===== config.mk =====
export PLATFORM = sky130hd
export DESIGN_NAME = ecc_result_serializer
export DESIGN_NICKNAME = d
export VERILOG_FILES = /design/src/rtl/ecc_io_pkg.sv /design/src/rtl/ecc_result_serializer.sv
export SDC_FILE = /design/constraint.sdc
export NUM_CORES = 1
export LEC_CHECK = 0
export BUFFER_PORTS_ARGS = -buffer_cell sky130_fd_sc_hd__buf_4
export CORE_MARGIN = 2
export CORE_UTILIZATION = 40
export DETAILED_ROUTE_END_ITERATION = 8
export PLACE_DENSITY = 0.73
export SLEW_MARGIN = 0
export SYNTH_ARGS = -nofsm -noshare
export SYNTH_HDL_FRONTEND = slang
export SYNTH_SLANG_ARGS = --single-unit
export TNS_END_PERCENT = 10

===== constraint.sdc =====
create_clock -name clk -period 3 [get_ports clk]
set_clock_uncertainty 0.1 [all_clocks]
set_input_delay 0.6 -clock clk [delete_from_list [all_inputs] [get_ports clk]]
set_output_delay 0.6 -clock clk [all_outputs]
set_load 0.005 [all_outputs]

===== src/rtl/ecc_io_pkg.sv =====
// Shared ECC I/O constants and types, used by the word loader and the result serializer.
package ecc_io_pkg;

   localparam int unsigned ECC_W  = 164;
   localparam int unsigned WORD_W = 64;
   localparam int unsigned WPC    = 3;
   localparam int unsigned IDX_W  = $clog2(2*WPC + 1);

   typedef enum logic [1:0] {IDLE, SEND, DONE} ser_state_t;

   typedef logic [WORD_W-1:0] word_t;

endpackage


===== src/rtl/ecc_result_serializer.sv =====
// Captures the ECC result point (Pox, Poy) on edone and streams it out as WORD_W words.
// Optional macro ECC_SER_CHECKSUM_EN appends an XOR checksum word after the last coordinate word.
module ecc_result_serializer
   import ecc_io_pkg::*;
(
   input  logic              clk,
   input  logic              n_rst,
   input  logic              edone,
   input  logic [ECC_W-1:0]  Pox,
   input  logic [ECC_W-1:0]  Poy,
   input  logic              read_ack,
   output logic [WORD_W-1:0] data_out,
   output logic              data_ready,
   output logic              busy,
   output logic              done,
   output logic              overrun
);

   localparam int unsigned PAD_W = WPC * WORD_W;
`ifdef ECC_SER_CHECKSUM_EN
   localparam int unsigned N_WORDS = 2*WPC + 1;
`else
   localparam int unsigned N_WORDS = 2*WPC;
`endif
   localparam logic [IDX_W-1:0] LAST_IDX = IDX_W'(N_WORDS - 1);

   if (WPC != (ECC_W + WORD_W - 1) / WORD_W) begin : g_wpc_check
      $error("WPC must equal ceil(ECC_W/WORD_W)");
   end

   ser_state_t        state;
   logic [IDX_W-1:0]  idx;
   logic [ECC_W-1:0]  cap_x;
   logic [ECC_W-1:0]  cap_y;
   logic [PAD_W-1:0]  x_pad;
   logic [PAD_W-1:0]  y_pad;
   word_t             sel_word;
`ifdef ECC_SER_CHECKSUM_EN
   word_t             csum;
`endif

   // Zero-extend each coordinate to a whole number of words; the pad lands in the top word.
   assign x_pad = PAD_W'(cap_x);
   assign y_pad = PAD_W'(cap_y);

   always_comb begin
      sel_word = '0;
`ifdef ECC_SER_CHECKSUM_EN
      csum = '0;
`endif
      for (int unsigned i = 0; i < WPC; i++) begin
         if (idx == IDX_W'(i))
            sel_word = x_pad[i*WORD_W +: WORD_W];
         if (idx == IDX_W'(WPC + i))
            sel_word = y_pad[i*WORD_W +: WORD_W];
`ifdef ECC_SER_CHECKSUM_EN
         csum = csum ^ x_pad[i*WORD_W +: WORD_W] ^ y_pad[i*WORD_W +: WORD_W];
`endif
      end
`ifdef ECC_SER_CHECKSUM_EN
      if (idx == IDX_W'(2*WPC))
         sel_word = csum;
`endif
   end

   assign data_out = data_ready ? sel_word : '0;

   always_ff @(posedge clk or negedge n_rst) begin
      if (!n_rst) begin
         state      <= IDLE;
         idx        <= '0;
         cap_x      <= '0;
         cap_y      <= '0;
         data_ready <= 1'b0;
         busy       <= 1'b0;
         done       <= 1'b0;
         overrun    <= 1'b0;
      end else begin
         case (state)
            IDLE: begin
               if (edone) begin
                  cap_x      <= Pox;
                  cap_y      <= Poy;
                  idx        <= '0;
                  data_ready <= 1'b1;
                  busy       <= 1'b1;
                  overrun    <= 1'b0;
                  state      <= SEND;
               end
            end
            SEND: begin
               // A new result while busy is flagged but never disturbs the held capture.
               if (edone)
                  overrun <= 1'b1;
               if (read_ack && data_ready) begin
                  idx <= idx + 1'b1;
                  if (idx == LAST_IDX) begin
                     data_ready <= 1'b0;
                     busy       <= 1'b0;
                     done       <= 1'b1;
                     state      <= DONE;
                  end
               end
            end
            DONE: begin
               if (edone)
                  overrun <= 1'b1;
               done  <= 1'b0;
               state <= IDLE;
            end
            default: state <= IDLE;
         endcase
      end
   end

endmodule


[After elaboration in Yosys (flattened, before gate mapping)]
Cells that the tools add are included.
Word-level totals
  input port bits: 332
  logic and storage cells: 55
  register bits after elaboration: 336
  output and inout bits: 68
Cells by class
  multiplexer cells: 23
  equality and inequality tests: 11
  reduce and logical (&&, ||, !) cells: 13
  add/subtract/negate cells: 1
Operators by type and width (count)
  2-to-1 mux 64 bit: 7
  AND reduction 3 bit: 4
  equality test 3 x 2 -> 1 bit, second input constant: 2
  equality test 3 bit, second input constant: 2
  2-to-1 mux 1 bit: 6
  2-to-1 mux 2 bit: 3
  2-to-1 mux 3 bit: 2
  != test 2 bit, second input constant: 3
  one-hot mux 1 bit (2 select lines): 3
  one-hot mux 3 bit (2 select lines): 1
  nonzero test 2 bit: 3
  one-hot mux 2 bit (2 select lines): 1
  AND reduction 4 bit: 1
  adder 3 x 1 -> 3 bit, second input constant: 1
  equality test 3 x 1 -> 1 bit, second input constant: 1
  logical NOT 3 bit: 1
  equality test 2 x 1 -> 1 bit, second input constant: 1
  equality test 2 bit, second input constant: 1
  logical NOT 2 bit: 1
  != test 2 x 1 -> 1 bit, second input constant: 1
  AND reduction 2 bit: 1
  OR reduction 2 bit: 1
  logical AND 1 bit: 1

[Logic depth before layout (Yosys ltp)]
  word-level depth: 8
  gate-level depth with buffers: 11

[Worst setup path after synthesis]
OpenSTA, ideal clock, no wires.
  kind: reg2out
  start point: register idx[2]
  end point: output port data_out[43]
  arrival time: 2088 ps
  slack: 212 ps
  stages on the path, launching flop included: 11
  path through: dfrtp_1 > buf_6 > buf_4 > buf_2 > inv_1 > ha_1 > buf_6 > nor4b_4 > buf_6 > nand2_1 > a211oi_2
Between the ends
  cells in the longest elaborated chain, start to end: 8
  elaborated cells between the ends (all ways): 13
  those cells by class: eq/ne: 5; mux: 7; reduce/logical: 1
RTL lines
  start: declaration: RTL line ecc_result_serializer.sv:32  | logic [IDX_W-1:0] idx;
  start signal: assignment: RTL line ecc_result_serializer.sv:96  | idx <= idx + 1'b1;
  logical NOT 3 bit: RTL line ecc_result_serializer.sv:52  | if (idx == IDX_W'(i))
  2-to-1 mux 64 bit: RTL line ecc_result_serializer.sv:52
  2-to-1 mux 64 bit: RTL line ecc_result_serializer.sv:54  | if (idx == IDX_W'(WPC + i))
  2-to-1 mux 64 bit: RTL line ecc_result_serializer.sv:52
  2-to-1 mux 64 bit: RTL line ecc_result_serializer.sv:54
  2-to-1 mux 64 bit: RTL line ecc_result_serializer.sv:52
  2-to-1 mux 64 bit *: RTL line ecc_result_serializer.sv:54
  2-to-1 mux 64 bit *: RTL line ecc_result_serializer.sv:66  | assign data_out = data_ready ? sel_word : '0;
  end: declaration: RTL line ecc_result_serializer.sv:12  | output logic [WORD_W-1:0] data_out,
Every way passes the cells marked *; elsewhere a longest branch is shown, timed or not.

[Worst setup path after layout]
  start point: register idx[0]
  end point: output port data_out[14]
The elaborated chain is that of the path after synthesis.

==> out/metrics.yaml <==
route:
  routedWlPerCell_um: 22.2
  vias_per_cell: 5.47
  wirelength_um: 49500
  drc: 0
  postRouteAntennaNets: 0
  drt_iter0_markers: 652
  vias: 12200
  dr.pass1.iters: 4
power_and_ir_drop:
  p_leak_nw: 9.71
  total_power_mw: 25.4
  power_density_nw_per_um2: 1150
  ir_drop_mv: 0.692
logic_synthesis:
  synthArstFlopShare_pct: 100
  synth_area_um2: 16200
  yosys_warnings: 0
  synth-seq-cells: 336
  synth_ff_type: "dfrtp_1"
  syn_inst: 1270
  synth_nets: 1610
  ys_seq_area_share_pct: 52.0
  synth.distinct_cells: 40
  synth_edf_count: 0
  syn_area_per_cell_um2: 12.7
placement:
  placed_cells: 2134
  port-buffer-count: 399
  hpwl_um: 33100
  gp_congestion: 0.846
  pre_cts_slack_ps: 11.8
  placed_cell_area_um2: 19900
clocking:
  cts.clk_slew.worst_paths_ps: 60
  cts_tree: "built"
  ctsRootBufferMaster: "clkbuf_16"
  clock_sinks: 336
  cts_max_path_buffers: 3
  insertion_delay_ps: 560
  cts_max_level: 2
  numCtsBuffers: 39
layout:
  final_common_cell: "buf_4"
  seq_area_um2: 8410
  final_cells: 2229
  fillers: 3271
  final_nets: 2015
  layout-drive-gt1-share_pct: 57.9
  layout_common_cells: "436 x buf_4, 334 x dfrtp_1, 329 x mux2_2"
  fin_area_um2: 22100
  multiInputGateArea_um2: 7670
  syn_to_final_growth_pct: 36.4
worst_hold_path:
  hold_path.class: "input port to flop"
die:
  die_area_um2: 42100
  initial_core_util_pct: 40.6
  design.core.area_um2: 39800
  dieHeight_um: 205
  num_rows: 73
  io_pins: 400
  die_w_um: 205
global_routing:
  antenna_found_initial: 4
  grt_overflow: 0
  grt_pass1_vias: 12800
  grt_pass1_wl_um: 73600
  grt_usage_pct: 23.0
  grt_max_degree: 81
job:
  max-cap-violations: 0
timing:
  tightest_slew_ps: 659
  rsz0062_at_grt: "true"
  timing.fmax_ghz: 0.301
  fin_crit_sh_pct: 111
  final.setup.tns_ps: -13940
  slew_headroom_pct: 55.9
  setup_viol: 64
  slew_violations: 0
  final_hold_viol_count: 0
  postLayoutSetupSlackWorst_ps: -318
  period_minus_slack_ps: 3320
critical_path:
  cp.arrival_ps: 2620
  crit_path_start_kind: "flop"
  path_class: "flop to output port"
  cp-end-kind: "output port"
  critPathMaxFanout: 13
  critPathRequiredTime_ps: 2300
outcome:
  status: "finished with violations"
  failed_checks: "negative setup slack"
## cells by family (layout without fill, tap and decap cells)
family,count (synthesis),in the layout,share of synthesized area [%]
other,0,2,0
AO/OA/AOI/OAI,201,201,10.0
flip-flops,336,336,52.0
multiplexers,332,332,23.2
adder cells (fa/ha/maj),8,8,0.619
AND/OR/NAND/NOR,271,271,10.5
buffers and inverters,122,554,3.76
## sequential cells by signal, indices dropped and copies added (netlist names)
| register | flops |
|---|---|
| idx | 3 |
| busy | 1 |
| done | 1 |
| cap_x | 164 |
| state | 2 |
| cap_y | 164 |
| overrun | 1 |
## critical path, stage by stage (launching register included)
cell and delay (ps):
dfrtp_1 410, ha_2 220, ha_4 210, buf_12 140, buf_4 190, and2_1 150
o311ai_1 290, buf_4 190, a31oi_4 90, buf_4 170
## through the flow
step | util, % | hold slack, ps
3_5_place_dp | 50.1 | 386
3_3_place_gp | 50.1 | 380
6_report | 55.4 | 165
2_1_floorplan | - | 204
4_1_cts | 54.6 | 134
5_1_grt | 55.4 | 149
## final cells by class
cell class | count | area share (%)
flip-flops and latches | 336 | 38.1
multi-input cells | 812 | 34.7
repair buffers | 478 | 18.3
clock buffers | 54 | 4.95
well taps | 525 | 2.98
clock inverters | 14 | 0.726
inverters | 8 | 0.136
diodes | 2 | 0.0227
## cells in the mapped netlist (2+ instances only)
cell type | instances | area, um^2
dfrtp_1 | 336 | 8410
mux2_2 | 329 | 3700
nand2_1 | 94 | 353
buf_2 | 55 | 275
clkbuf_1 | 41 | 154
and2_1 | 37 | 231
a31oi_1 | 36 | 225
o221ai_1 | 36 | 315
o311ai_1 | 30 | 263
a22o_1 | 29 | 254
nor2_1 | 29 | 109
a21oi_1 | 28 | 140
nand3b_1 | 28 | 210
nor4bb_1 | 24 | 240
or3b_2 | 22 | 193
a211oi_2 | 20 | 250
or3b_1 | 14 | 123
and4bb_2 | 12 | 150
a211oi_1 | 9 | 67.6
buf_6 | 8 | 90.1
ha_1 | 8 | 100
inv_1 | 8 | 30.0
buf_4 | 6 | 45.0
o311ai_0 | 6 | 52.6
buf_1 | 4 | 15.0
o22ai_1 | 3 | 18.8
a21boi_0 | 2 | 15.0
mux2i_1 | 2 | 20.0
nor2b_1 | 2 | 12.5
nor3_1 | 2 | 10.0
## path summary, 6_finish.rpt
| check | slack, ps | start | cells after the start | end |
|---|---|---|---|---|
| setup reg to reg | 840 | state[0] | 5 | cap_x[38] |
| hold reg to reg | 400 | cap_y[28] | 1 | cap_y[28] |
| min in group asynchronous | 510 | n_rst | 2 | cap_x[43] |
| max in group asynchronous | 1490 | n_rst | 3 | cap_y[129] |
| setup / recovery | -320 | idx[0] | 9 | data_out[14] |
| hold / removal | 170 | Pox[29] | 2 | cap_x[29] |
## metal layers
layer  global-route usage [%]  up-vias  wire [um]
met1                     28.9     6135      20400
met5                        0        -         27
met2                     37.9      446      23700
met4                     7.94        4       1370
met3                     6.71       90       4030
li1                         -     5510          -
## repair_timing
action,CTS,global route
pin swaps,22,30
hold buffers,1,0
cloned,4,1
endpoints found under the hold margin,49,0
endpoints found under the setup margin,64,64
setup buffers,14,8
resized for setup,66,42
## power by group
| group | internal, mW | leakage (nW) | total [mW] | switching (mW) |
|---|---|---|---|---|
| Sequential | 6.85 | 3.93 | 8.11 | 1.26 |
| Clock | 2.81 | 0.623 | 4.74 | 1.93 |
| Combinational | 7.26 | 5.16 | 12.6 | 5.31 |
No activity file was read; power rests on OpenSTA's default activity.
